**src/rtl/shared_cnt_sched.sv**
```systemverilog
// Round-robin scheduler sharing one up-counter among NREQ requesters.
// The owner's counter runs 0..len, then done pulses to the owner.
module shared_cnt_sched #(
  parameter int NREQ = 4,
  parameter int CW   = 4
) (
  input  logic               clk,
  input  logic               rst_n,
  input  logic [NREQ-1:0]    req,
  input  logic [NREQ*CW-1:0] req_len,
  output logic [NREQ-1:0]    gnt,
  output logic [NREQ-1:0]    done,
  output logic               busy,
  output logic [CW-1:0]      o_cnt
);

  localparam int IW = (NREQ > 1) ? $clog2(NREQ) : 1;
  localparam logic [IW-1:0] LAST_RST = IW'(NREQ - 1);

  typedef enum logic [1:0] {
    IDLE,
    COUNT,
    DONE
  } state_t;

  state_t          state;
  state_t          nxt_state;
  logic [IW-1:0]   last;
  logic [IW-1:0]   nxt_last;
  logic [IW-1:0]   owner;
  logic [IW-1:0]   nxt_owner;
  logic [IW-1:0]   win;
  logic            found;
  logic [CW-1:0]   limit;
  logic [CW-1:0]   nxt_limit;
  logic [CW-1:0]   cnt;
  logic [CW-1:0]   nxt_cnt;
  logic [NREQ-1:0] gnt_q;
  logic [NREQ-1:0] nxt_gnt;
  logic [NREQ-1:0] done_q;
  logic [NREQ-1:0] nxt_done;
  int              idx;

  // Walk farthest-to-nearest so the nearest requester after last wins.
  always_comb begin
    found = 1'b0;
    win   = last;
    idx   = 0;
    for (int off = NREQ; off >= 1; off--) begin
      idx = int'(last) + off;
      if (idx >= NREQ) idx = idx - NREQ;
      if (req[idx]) begin
        found = 1'b1;
        win   = IW'(idx);
      end
    end
  end

  always_ff @(posedge clk) begin
    if (!rst_n) begin
      state  <= IDLE;
      last   <= LAST_RST;
      owner  <= '0;
      limit  <= '0;
      cnt    <= '0;
      gnt_q  <= '0;
      done_q <= '0;
    end else begin
      state  <= nxt_state;
      last   <= nxt_last;
      owner  <= nxt_owner;
      limit  <= nxt_limit;
      cnt    <= nxt_cnt;
      gnt_q  <= nxt_gnt;
      done_q <= nxt_done;
    end
  end

  always_comb begin
    nxt_state = state;
    nxt_last  = last;
    nxt_owner = owner;
    nxt_limit = limit;
    nxt_cnt   = '0;
    nxt_gnt   = '0;
    nxt_done  = '0;
    unique case (state)
      IDLE: begin
        if (found) begin
          nxt_state      = COUNT;
          nxt_last       = win;
          nxt_owner      = win;
          nxt_limit      = req_len[int'(win)*CW +: CW];
          nxt_gnt[win]   = 1'b1;
        end
      end
      COUNT: begin
        if (!req[owner]) begin
          nxt_state = IDLE;
        end else if (cnt == limit) begin
          nxt_state       = DONE;
          nxt_done[owner] = 1'b1;
        end else begin
          nxt_cnt = cnt + 1'b1;
          nxt_gnt = gnt_q;
        end
      end
      DONE: nxt_state = IDLE;
      default: nxt_state = IDLE;
    endcase
  end

  always_comb begin
    gnt   = gnt_q;
    done  = done_q;
    busy  = (state != IDLE);
    o_cnt = cnt;
  end

endmodule

```
**config.mk**
```make
export PLATFORM = sky130hd
export DESIGN_NAME = shared_cnt_sched
export DESIGN_NICKNAME = d
export VERILOG_FILES = /design/src/rtl/shared_cnt_sched.sv
export SDC_FILE = /design/constraint.sdc
export NUM_CORES = 1
export LEC_CHECK = 0
export BUFFER_PORTS_ARGS = -buffer_cell sky130_fd_sc_hd__buf_2
export CAP_MARGIN = 20
export CORE_MARGIN = 5
export CORE_UTILIZATION = 49
export DETAILED_ROUTE_END_ITERATION = 12
export HOLD_SLACK_MARGIN = 0.08
export PLACE_DENSITY = 0.78
export SETUP_SLACK_MARGIN = 0.3
export SLEW_MARGIN = 10
export SYNTH_ARGS = -nofsm -noshare
export SYNTH_HDL_FRONTEND = slang
export SYNTH_SLANG_ARGS = --single-unit
```
**constraint.sdc**
```tcl
create_clock -name clk -period 2 [get_ports clk]
set_input_delay 0 -clock clk [delete_from_list [all_inputs] [get_ports clk]]
set_output_delay 0 -clock clk [all_outputs]
set_load 0.02 [all_outputs]
```
After elaboration in Yosys (flattened, before gate mapping)
Cells that the tools add are included.
- $add $sub $neg: 9
- order comparisons: 12
- equal/unequal tests: 4
- shift-type cells: 1
- multiplexer cells: 38
- bitwise operators: 3
- reduce and logical (&&, ||, !) cells: 8
- operators by type and width (operator ; number):
    $lt A32 B4 Y1 const B ; 4
    $mux W32 ; 4
    $shiftx A16 B5 Y4 ; 1
    $mux W1 ; 15
    $mux W2 ; 7
    $mux W4 ; 3
    $sub A3 B3 Y4 const B ; 3
    $bmux W1 S2 ; 5
    $ge A3 B3 Y1 const B ; 3
    $pmux W4 S2 ; 1
    $add A2 B2 Y3 const B ; 2
    $lt A2 B3 Y1 const B ; 2
    $sub A4 B3 Y5 const B ; 1
    $add A2 B3 Y4 const B ; 1
    $add A4 B1 Y4 const B ; 1
    $demux W1 S2 ; 2
    $eq A4 B4 Y1 ; 1
    $ge A2 B1 Y1 const B ; 2
    $ge A4 B3 Y1 const B ; 1
    $pmux W2 S2 ; 1
    $reduce_and A2 Y1 ; 2
    $reduce_and A4 Y1 ; 1
    $reduce_or A4 Y1 ; 1
    $add A2 B1 Y3 const B ; 1
    7 further kinds ; 10
- register bits after elaboration: 22
- input port bits: 22
- output and inout port bits: 13
- logic and storage cells: 82

Depth between registers and ports, before layout
- word-level depth: 16
- depth in mapped cells: 6
- depth with buffers taken out: 5

Worst setup path before layout
Ideal clock, no wire load.
- path type: reg-to-reg
- start: register owner[0]
- end: register done_q[3], in the netlist done[3]
- setup time: 0.116 ns
- data arrival time: 1.448 ns
- path slack: 0.437 ns
- cell stages (with the launch flop): 5
- path buffers: 0
- period minus slack after synthesis: 1.563 ns
- cells stage by stage: dfxtp_1 > mux4_1 > and4b_1 > and2_4 > and3_1
- word-level cells in the longest chain between the ends: 4
- ends and longest elaborated chain (item ; RTL line ; RTL):
    start: declaration ; 30 ; logic [IW-1:0] owner;
    start signal: assignment ; 71 ; owner <= nxt_owner;
    $lt A2 B3 Y1 (not written as such) / $ge A2 B1 Y1 (equally long branches) ; 102 ; nxt_done[owner] = 1'b1;
    $logic_and A1 B1 Y1 (not written as such) ; 102 ;
    $mux W1 (not written as such) ; 102 ;
    $demux W1 S2 ; 102 ;
    end signal: assignment ; 75 ; done_q <= nxt_done;
    end: declaration ; 40 ; logic [NREQ-1:0] done_q;
Several ways; a longest one is shown, not always the timed one. The select of a mux whose other input is x is not followed.
A chain may end at the register's enable or synchronous reset.

Worst setup path in the final report
Ends and elaborated chain as after synthesis.

==> flow_summary_export.csv <==
group,metric,value,unit
timing,setup_viol,0,
yosys,ys.flop_type,"dfxtp_1",
yosys,avgSynthCellArea,9.35,um^2
route,routedWlPerCell,13.3,um
yosys,synth_area_leaders,"dfxtp_1 (42%), a211oi_1 (5.7%), xor2_1 (4.1%)",
yosys,yosys.cell_types.count,40,
clocking,worstSkewPairLatency,0.31,ns
grt,grt_most_used_layer,"met2",
timing,layout_min_cycle_time,1.63,ns
yosys,syn_nets,136,
critical_path,cp_max_fo,6,
clocking,cts_setup_buffers,0,
yosys,synthCells,113,
critical_path,startpoint,"owner[0]$_SDFFE_PN0P_",
pwr,p_seq_frac,0.469,
pwr,ir_drop,0.000463,V
pwr,pwr-share-clk,0.211,
timing,maxSlewHeadroom,0.656,
yosys,synth_async_sr_flop_share,0,
critical_path,end_kind,"register",
yosys,ys_ff_latch,22,
hold_path,hp-class,"primary input to register",
pwr,p_comb_frac,0.320,
critical_path,startpoint_type,"register",
clocking,cts.sinks,22,
route,drt_first_pass_iters,4,
critical_path,worstPathRequired,2.21,ns
die,rows,16,
die,fp.dieH,56.4,um
clocking,clk_pin_slew,0.12,ns
clocking,cts_tree,"done",
pwr,p_per_area,789,mW/mm^2
clocking,cts_root_buf,"clkbuf_4",
route,vias,1007,
route,antenna_left,0,
timing,maxSlewViolCount,0,
yosys,synth_edf_count,0,
die,die_w,56.4,um
grt,grt_max_degree,14,
grt,grt.total_usage,0.161,
clocking,h-tree-depth,1,
die,start_util,0.528,
grt,use_met2,0.289,
critical_path,r2r_setup_slack,0.37,ns
place,dp_hpwl,1.86,mm
yosys,yosysTopAreaCellShare,0.417,
layout,nFillCells,163,
outcome,status,"complete, no violations",
layout,area_growth,36.7,%
place,numPortBuffers,34,
route,wl,2.52,mm
route,drt-initial-drc-count,24,
layout,drive_gt1_frac,0.325,
layout,nets,187,
yosys,synthesis.area,0.00106,mm^2
place,place_congestion,0.795,
yosys,yosysSeqAreaShare,0.417,
clocking,clk_path_buf_depth,2,
critical_path,crit_buf_inv,0,
timing,finalCritPeriodShare,0.814,
layout,antenna_cells,0,
timing,hold_violations,0,
critical_path,r2r_start,"owner[0]$_SDFFE_PN0P_",
critical_path,critPathKind,"register to register",
critical_path,path_delay_family,"simple AND/OR/NAND/NOR gates",
pwr,p_sw,0.364,mW
clocking,cts_inserted_buffers,3,
run,cap_violations,0,
timing,finalClockSkew,0.0104,ns
die,io_pins,35,
hold_path,hp-start,"req_len[4]",
pwr,leakagePower,0.676,nW
route,drc,0,
critical_path,slowest_delay,0.57,ns
grt,grt_pass1_vias,970,
grt,grt_overflow,0,
route,post_drt_via_cell_ratio,5.30,
die,dieArea,0.00318,mm^2
timing,final.setup.tns,0,ns
yosys,yosys_warnings,0,
timing,max_freq,614,MHz
timing,hold_slack,0.155,ns
timing,worstMarginPinSlew,0.511,ns
yosys,synth_top_cell_by_area,"dfxtp_1",
grt,grt_use_met1,0.177,
critical_path,cp.arrival,1.84,ns
pwr,p_int,0.776,mW
die,core_area,0.00200,mm^2
critical_path,crit_path_top_delay_cell,"mux4_1",
pwr,swShare,0.319,
grt,antenna_found_initial,0,
grt,met3_usage,0.0183,
timing,rsz0062_at_grt,"no",
grt,grt_pass1_wl,4.06,mm
critical_path,path_cells,"mux4_1 -> and4b_1 -> and2_4 -> and3_1",
## state kept, by name, summed over array words and instances, names as in the netlist
name,flops
done,4
gnt,4
last,2
limit,4
o_cnt,4
owner,2
state,2
## per-stage QoR
step	utilization	worst slack [ns]	instances	power (mW)	instance area, um^2
floorplan	-	0.437	113	0.774	1060
global placement	0.628	0.396	173	0.858	1260
detailed placement	0.628	0.355	173	0.869	1260
CTS	0.711	0.337	190	1.13	1420
global route	0.721	0.308	190	1.21	1440
finish	0.721	0.372	190	1.14	1440
## cells in the mapped netlist, types with 2 or more instances
| cell | n |
|---|---|
| dfxtp_1 | 22 |
| a31oi_1 | 4 |
| o21ai_0 | 8 |
| nor4_1 | 3 |
| nand3b_1 | 2 |
| nor2_1 | 9 |
| a211oi_1 | 8 |
| xor2_1 | 5 |
| nand2_1 | 5 |
| inv_1 | 8 |
| mux2i_1 | 4 |
| a21o_1 | 2 |
| nand2b_1 | 5 |
| clkbuf_1 | 2 |
## metal layers
| layer | vias to the layer above | part of all wire | wire [um] |
|---|---|---|---|
| li1 | 513 | - | - |
| met1 | 458 | 0.43 | 1090 |
| met2 | 31 | 0.51 | 1270 |
| met3 | 5 | 0.037 | 94 |
| met4 | 0 | 0.025 | 63 |
| met5 | - | 0 | 0 |
## repair_timing
action / in CTS / in global routing
resized for setup: 0 / 7
hold buffers: 13 / 0
setup endpoints to repair: 0 / 11
endpoints found under the hold margin: 12 / 0
## layout by cell type, fill, tap and decap left out, drive strengths merged, types with 2 or more instances in the layout
cell	count
and3	2
mux2i	4
nor2	9
dlygate4sd3	13
a31oi	4
and2	2
o21ai	10
clkbuf	4
inv	8
a211oi	8
a21boi	2
dfxtp	22
nand2	5
xor2	5
buf	36
nor4	3
a21o	2
nand2b	5
nand3b	2
## cell families after synthesis
group | Yosys count | synth area share
DFF | 22 | 0.417
adders and majority gates | 1 | 0.0118
AOI/OAI and AO/OA | 31 | 0.201
muxes | 5 | 0.0628
and+or+nand+nor | 37 | 0.211
xor gates and xnor gates | 6 | 0.0498
buffers and inverters | 11 | 0.0462
## power by group through the flow
stage	clock network (mW)	registers [mW]	logic [mW]
after global placement	0	0.539	0.319
after detailed placement	0	0.541	0.328
after floorplan	0	0.549	0.225
final	0.241	0.535	0.364
after CTS	0.245	0.532	0.349
after global routing	0.266	0.542	0.399
## worst min-delay path, cell delays in order
cell and delay [ns]:
buf_2 0.10, inv_1 0.04, a31oi_1 0.03, a211oi_1 0.20, a211oi_1 0.06
## worst paths after layout
kind / endpoint / depth (start not counted)
worst max register to register: done[3]$_SDFF_PN0_ / 4
worst min-delay path: limit[0]$_SDFFE_PN0P_ / 5
worst max-delay path: done[3]$_SDFF_PN0_ / 4
worst min register to register: gnt[1]$_SDFFE_PN0P_ / 2
## layout make-up
type / count / area, um^2 / area share
flip-flops and latches: 22 / 443 / 0.307
clock buffers: 4 / 36.3 / 0.0251
multi-input cells: 80 / 586 / 0.406
repair buffers: 49 / 315 / 0.218
inverters: 8 / 30.0 / 0.0208
well taps: 27 / 33.8 / 0.0234
(Power assumes the default switching activity.)
